File: src/rtl/pc_unit.sv
// Program-counter unit for the RV32I fetch stage: sequential advance on fetch
// handshake, redirect/trap loading with alignment check, and BOOT/RUN/HALT control.
module pc_unit #(
   parameter int unsigned          XLEN         = 32,
   parameter logic [XLEN-1:0]      RESET_VECTOR = 32'h0000_0000,
   parameter logic [XLEN-1:0]      TRAP_VECTOR  = 32'h0000_0100,
   parameter int unsigned          INC_BYTES    = 4,
   parameter int unsigned          ALIGN_BITS   = 2
) (
   input  logic            Clk,
   input  logic            Reset,
   input  logic            Fetch_Ready,
   input  logic            Stall,
   input  logic            Redirect_Valid,
   input  logic [XLEN-1:0] Redirect_Target,
   input  logic            Trap_Valid,
   input  logic            Halt_Req,
   input  logic            Resume,
   output logic [XLEN-1:0] PC_Out,
   output logic [XLEN-1:0] PC_Plus_Out,
   output logic [XLEN-1:0] PC_Prev_Out,
   output logic            PC_Valid,
   output logic            Misalign_Err,
   output logic            Halted
);

   typedef enum logic [1:0] {
      BOOT = 2'd0,
      RUN  = 2'd1,
      HALT = 2'd2
   } state_t;

   // A zero-width check collapses to an all-zero mask, so ALIGN_BITS=0 never flags.
   localparam logic [XLEN-1:0] ALIGN_MASK = ~({XLEN{1'b1}} << ALIGN_BITS);
   localparam logic [XLEN-1:0] INC        = XLEN'(INC_BYTES);

   state_t          state_q, state_d;
   logic [XLEN-1:0] pc_q, pc_d;
   logic [XLEN-1:0] pc_prev_q, pc_prev_d;
   logic            misalign_q, misalign_d;

   logic            accept;
   logic            misaligned;
   logic [XLEN-1:0] pc_plus;

   assign pc_plus    = pc_q + INC;
   assign misaligned = |(Redirect_Target & ALIGN_MASK);
   assign accept     = (state_q == RUN) && Fetch_Ready && !Stall;

   always_comb begin
      pc_d       = pc_q;
      pc_prev_d  = pc_prev_q;
      misalign_d = 1'b0;
      state_d    = state_q;

      if (Trap_Valid) begin
         pc_d = TRAP_VECTOR;
      end else if (Redirect_Valid && misaligned) begin
         pc_d       = TRAP_VECTOR;
         misalign_d = 1'b1;
      end else if (Redirect_Valid) begin
         pc_d = Redirect_Target;
      end else if (accept) begin
         pc_d = pc_plus;
      end

      if (accept) begin
         pc_prev_d = pc_q;
      end

      unique case (state_q)
         BOOT: state_d = RUN;
         RUN: begin
            if (!Trap_Valid && !Redirect_Valid && Halt_Req) begin
               state_d = HALT;
            end
         end
         HALT: begin
            if (Trap_Valid || (Resume && !Halt_Req)) begin
               state_d = RUN;
            end
         end
         default: state_d = BOOT;
      endcase
   end

   always_ff @(posedge Clk or posedge Reset) begin
      if (Reset) begin
         state_q    <= BOOT;
         pc_q       <= RESET_VECTOR;
         pc_prev_q  <= RESET_VECTOR;
         misalign_q <= 1'b0;
      end else begin
         state_q    <= state_d;
         pc_q       <= pc_d;
         pc_prev_q  <= pc_prev_d;
         misalign_q <= misalign_d;
      end
   end

   assign PC_Out       = pc_q;
   assign PC_Plus_Out  = pc_plus;
   assign PC_Prev_Out  = pc_prev_q;
   assign PC_Valid     = (state_q == RUN);
   assign Halted       = (state_q == HALT);
   assign Misalign_Err = misalign_q;

endmodule

File: config.mk
export PLATFORM = sky130hd
export DESIGN_NAME = pc_unit
export DESIGN_NICKNAME = d
export VERILOG_FILES = /design/src/rtl/pc_unit.sv
export SDC_FILE = /design/constraint.sdc
export NUM_CORES = 1
export LEC_CHECK = 0
export ABC_AREA = 1
export BUFFER_PORTS_ARGS = -buffer_cell sky130_fd_sc_hd__buf_2
export CORE_UTILIZATION = 40
export DETAILED_ROUTE_END_ITERATION = 12
export GPL_TIMING_DRIVEN = 1
export PLACE_DENSITY = 0.66
export SLEW_MARGIN = 20
export SYNTH_ARGS = -nofsm -noshare
export SYNTH_HDL_FRONTEND = slang
export SYNTH_SLANG_ARGS = --single-unit
export TNS_END_PERCENT = 1
File: constraint.sdc
create_clock -name Clk -period 2 [get_ports Clk]
set_input_delay 0.2 -clock Clk [delete_from_list [all_inputs] [get_ports Clk]]
set_output_delay 0.2 -clock Clk [all_outputs]
set_load 0.01 [all_outputs]
== Word-level counts from Yosys, hierarchy flattened ==
Cells that the tools add are included.

* Bits in registers: 67
* Latch bits: 0
* Bits in writable memories: 0
* ROM bits: 0
* Bits of input ports: 40
* Output and inout bits: 99
* Logic and storage cells: 33
* Memories: 0

* Add/subtract/negate cells: 1
* $mul: 0
* Div/mod/pow operators: 0
* Magnitude comparators: 0
* Eq/ne operators: 4
* Shift-type cells: 0
* Muxes and demuxes: 9
* Bitwise operators: 0
* Reductions and logical operators: 15

{| class="wikitable"
|+ Operators with widths
! cell !! number
|-
| 32-bit 2-to-1 mux || 4
|-
| 32-bit by 3-bit adder with 32-bit output (second input constant) || 1
|-
| 1-bit logical AND || 6
|-
| 2-bit one-hot mux with 3 select lines || 1
|-
| 1-bit zero test || 4
|-
| 2-bit 2-to-1 mux || 2
|-
| 2-bit by 1-bit != test with 1-bit output (second input constant) || 2
|-
| 4-bit nonzero test || 1
|-
| 2-bit by 1-bit equality test with 1-bit output (second input constant) || 1
|-
| 2-bit equality test (second input constant) || 1
|-
| 2-bit zero test || 1
|-
| 1-bit 2-to-1 mux || 2
|-
| 2-bit AND reduction || 1
|-
| 2-bit OR reduction || 1
|-
| 1-bit logical OR || 1
|}

== Longest topological paths before layout ==
* Depth in word-level cells: 7
* Gate-level depth with buffers: 10

== Worst setup path before layout ==
OpenSTA, ideal clock, no wires.

* Path kind: register to output
* Start point: register pc_q[3] (netlist: PC_Out[3])
* End point: output PC_Plus_Out[22]
* Arrival: 1331 ps
* Path slack: 469 ps
* Cell stages (with the launch flop): 9
* Buffers on the path: 0
* Cells stage by stage: dfrtp_1 -> ha_1 -> nand2_1 -> nor2_2 -> nand2_2 -> nor2_4 -> nand2_1 -> nand2_1 -> nand2_1

* Word-level cells in the longest chain between the ends: 1

{| class="wikitable"
|+ Ends and longest elaborated chain
! item !! line !! text
|-
| start, declared || 38 || <nowiki>logic [XLEN-1:0] pc_q, pc_d;</nowiki>
|-
| start signal, assigned || 95 || <nowiki>pc_q <= pc_d;</nowiki>
|-
| 32-bit by 3-bit adder with 32-bit output || 46 || <nowiki>assign pc_plus = pc_q + INC;</nowiki>
|-
| end, declared || 20 || <nowiki>output logic [XLEN-1:0] PC_Plus_Out,</nowiki>
|}

No other way between the ends.

== Worst setup path in the final report ==
* Start point: register pc_q[3] (netlist: PC_Out[3])
* End point: output PC_Plus_Out[26]

Same word-level chain as after synthesis.

==> metrics.md <==
| Metric | Value |
|---|---|
| Status | `finished clean` |
| Max cap viols | `0` |
| Endpoint type of the worst setup path | `output pin` |
| Combinational share of power | `29.0%` |
| DIE HEIGHT | `around 99 microns` |
| Synth area leaders | `dfrtp_1 (44%), nand2_1 (18%), nor2_1 (9.2%), o21ai_0 (5.8%), inv_1 (4.7%)` |
| DRC | `0` |
| Final total power | `4.296 mW` |
| Sw Ratio | `between 30% and 40%` |
| Sequential area share after synthesis | `between 40 and 50%` |
| Sw Pwr | `~1.5 mW` |
| Area grow syn2layout | `30.44%` |
| Top cell type by total area after synthesis | `dfrtp_1` |
| Pint | `between 2 and 3 mW` |
| Post-Syn Instances | `roughly 540` |
| Final period util | `99.15%` |
| Synth unique cells | `28` |
| TritonCTS Buffers | `9` |
| Nets | `about 720` |
| DR WL/cell | `~15 microns` |
| CP required | `around 1800 ps` |
| DRT antenna net count | `0` |
| Root buffer cell | `clkbuf_8` |
| Leakage | `between 2 and 3 nW` |
| Die width | `just under 100 microns` |
| Worst skew pair latency | `350 ps` |
| Sink Count | `67` |
| Routability cong. | `0.9100` |
| CTS tree | `done` |
| Largest net degree at the start of global routing | `68` |
| Ys Warns | `0` |
| First-pass GRT wire length | `between 15,000 and 20,000 microns` |
| DRT Pass-1 Iters | `5` |
| Clock transition at path regs | `80 ps` |
| Startpoint Class | `flop` |
| Max-slew violation count | `0` |
| WL final | `around 12,000 microns` |
| RSZ-0062 raised after global routing | `yes` |
| Vias per inst | `between 4 and 5` |
| Hold Path Class | `primary input to flop` |
| Register bit total from synthesis | `67` |
| Number of port buffers | `~140` |
| Arrival time at the worst endpoint | `~1800 ps` |
| Max IR drop VDD | `0.0003164 V` |
| Endpoints failing setup | `0` |
| Hold Violations, Final | `0` |
| Layout cell share with drive strength beyond 1 | `~31%` |
| Reg power frac | `43.4%` |
| Setup tns final | `0 ps` |
| H-Tree Depth | `3` |
| Syn Area/Cell | `6.998 sq um` |
| Vias | `around 4,000` |
| Core ar. | `just over 9000 sq um` |
| Total global routing overflow | `0` |
| Worst slew pin tran | `between 500 and 600 ps` |
| Initial cell density of the core | `41.17%` |
| Final Critical Period | `around 2000 ps` |
| Post-synthesis net count | `just under 600` |
| Achievable Freq | `a little over 500 MHz` |
| Pwr dens | `869.8 nW/um^2` |
| Vias in the first global route | `~3,600` |
| GRT Total Usage | `between 20% and 30%` |
| Worst setup path class | `flop to output pin` |
| Yosys top cell area share | `approximately 44%` |
| Hpwl dp | `roughly 8700 microns` |
| Hold Worst Slack | `about 84 ps` |
| Clock power share | `between 20% and 30%` |
| First-iteration detailed-routing DRC count | `just under 300` |
| Clk_skew | `between 9 and 10 ps` |
| Clock Path Buffers | `2` |
| Worst slew margin relative to its limit | `around two thirds` |
| Cell Area, Synth | `3786 sq um` |
| Top Ports | `around 140` |
| Die area | `about 10000 sq um` |
| Initial antenna violation count | `1` |
| Crit Path Max Fanout | `6` |
| FP Rows | `35` |
==> sequential cells by signal, summed over array words and instances (netlist names) <==
signal        count
state_q           2
PC_Prev_Out      32
Misalign_Err      1
PC_Out           32
==> power by group through the flow <==
| stage | clock (mW) | sequential [mW] | combinational, mW |
|---|---|---|---|
| 5_1_grt | 1.25 | 1.91 | 1.38 |
| 2_1_floorplan | 0 | 1.99 | 0.562 |
| 3_5_place_dp | 0 | 1.89 | 1.24 |
| 3_3_place_gp | 0 | 1.88 | 1.22 |
| 4_1_cts | 1.20 | 1.86 | 1.25 |
| 6_report | 1.18 | 1.86 | 1.25 |
==> critical path, cell delays in order (launching register included) <==
cell and delay [ps]:
dfrtp_1 380, ha_2 220, nand2_2 70, nor2_4 150, nand2_4 110, nor2_4 160, nand2_1 70, nand2_1 70
nand2_1 60, buf_2 130
==> layer usage <==
metal  share of wire (%)  global-route usage (%)  up-vias
li1                    -                       -     1970
met1                  45                   34.66     1834
met2                  46                   37.93      147
met3                 6.4                   3.514       24
met4                 2.7                   9.955        0
met5                   0                       0        -
==> cell type report <==
class                   count  area [sq um]
fillers                   952          4258
multi-input cells         405          1891
flip-flops and latches     67          1694
repair buffers            150         820.8
inverters                  50         187.7
clock buffers              12         155.1
well taps                 111         138.9
clock inverters             4         48.80
diodes                      1         2.502
==> through the flow <==
stage / worst slack, ps / area [sq um] / util [%] / std cells
finish: 16.92 / 4938 / 53.70 / 800
global route: -78.62 / 4938 / 53.70 / 800
CTS: 14.76 / 4866 / 52.91 / 798
detailed placement: 297.8 / 4606 / 50.08 / 778
global placement: 331.0 / 4606 / 50.08 / 778
floorplan: 116.8 / 3786 / - / 541
==> cell usage after synthesis, drive strengths merged <==
library cell and count:
xor2 7, mux2i 2, buf 11, o21ai 57, clkbuf 8, a21oi 1
nand2 190, ha 1, nand3 35, a22oi 1, o31ai 2, o2bb2ai 1
dfrtp 67, o22ai 3, and2 2, inv 49, clkinv 1, nor2 103
==> timing repair <==
action                                  4_1_cts  5_1_grt
resized for setup                             7       29
pin swaps                                     0       10
buffers inserted                              3        1
endpoints found under the setup margin       10       21
cloned                                        0        0
hold buffers                                  1        0
endpoints found under the hold margin        67        0
==> worst paths after layout <==
path	endpoint	cells after the start	slack, ps	from
max in group asynchronous	PC_Out[11]$_DFFE_PP0P_	4	1210	Reset
hold / removal	Misalign_Err$_DFF_PP0_	2	80	Trap_Valid
setup / recovery	PC_Plus_Out[26]	9	20	PC_Out[3]$_DFFE_PP0P_
min in group asynchronous	state_q[1]$_DFFE_PP0P_	4	460	Reset
hold reg to reg	PC_Prev_Out[21]$_DFFE_PP0P_	2	480	PC_Prev_Out[21]$_DFFE_PP0P_
setup reg to reg	PC_Out[30]$_DFFE_PP0P_	8	440	state_q[1]$_DFFE_PP0P_
==> cell families after synthesis <==
family / synth area share, %
xor gates and xnor gates: 1.619
buffers and inverters: 7.601
and+or+nand+nor: 35.92
AOI/OAI and AO/OA: 9.716
DFF: 44.28
muxes: 0.5288
adders and majority gates: 0.3304
==> cells in the final DEF (no fill, tap or decap), types with 2 or more instances in the layout <==
| cell type | instances |
|---|---|
| nand2_1 | 180 |
| buf_2 | 138 |
| nor2_1 | 85 |
| dfrtp_1 | 53 |
| inv_1 | 45 |
| o21ai_0 | 44 |
| nand3_1 | 34 |
| dfrtp_2 | 14 |
| o21ai_1 | 12 |
| clkbuf_8 | 11 |
| nor2_2 | 10 |
| nor2_4 | 8 |
| buf_4 | 8 |
| xor2_1 | 7 |
| nand2_2 | 6 |
| inv_2 | 4 |
| nand2_4 | 4 |
| o22ai_1 | 3 |
| buf_12 | 3 |
| mux2i_1 | 2 |
| o31ai_4 | 2 |
| and2_1 | 2 |
| clkinv_2 | 2 |
(Power assumes the default switching activity.)
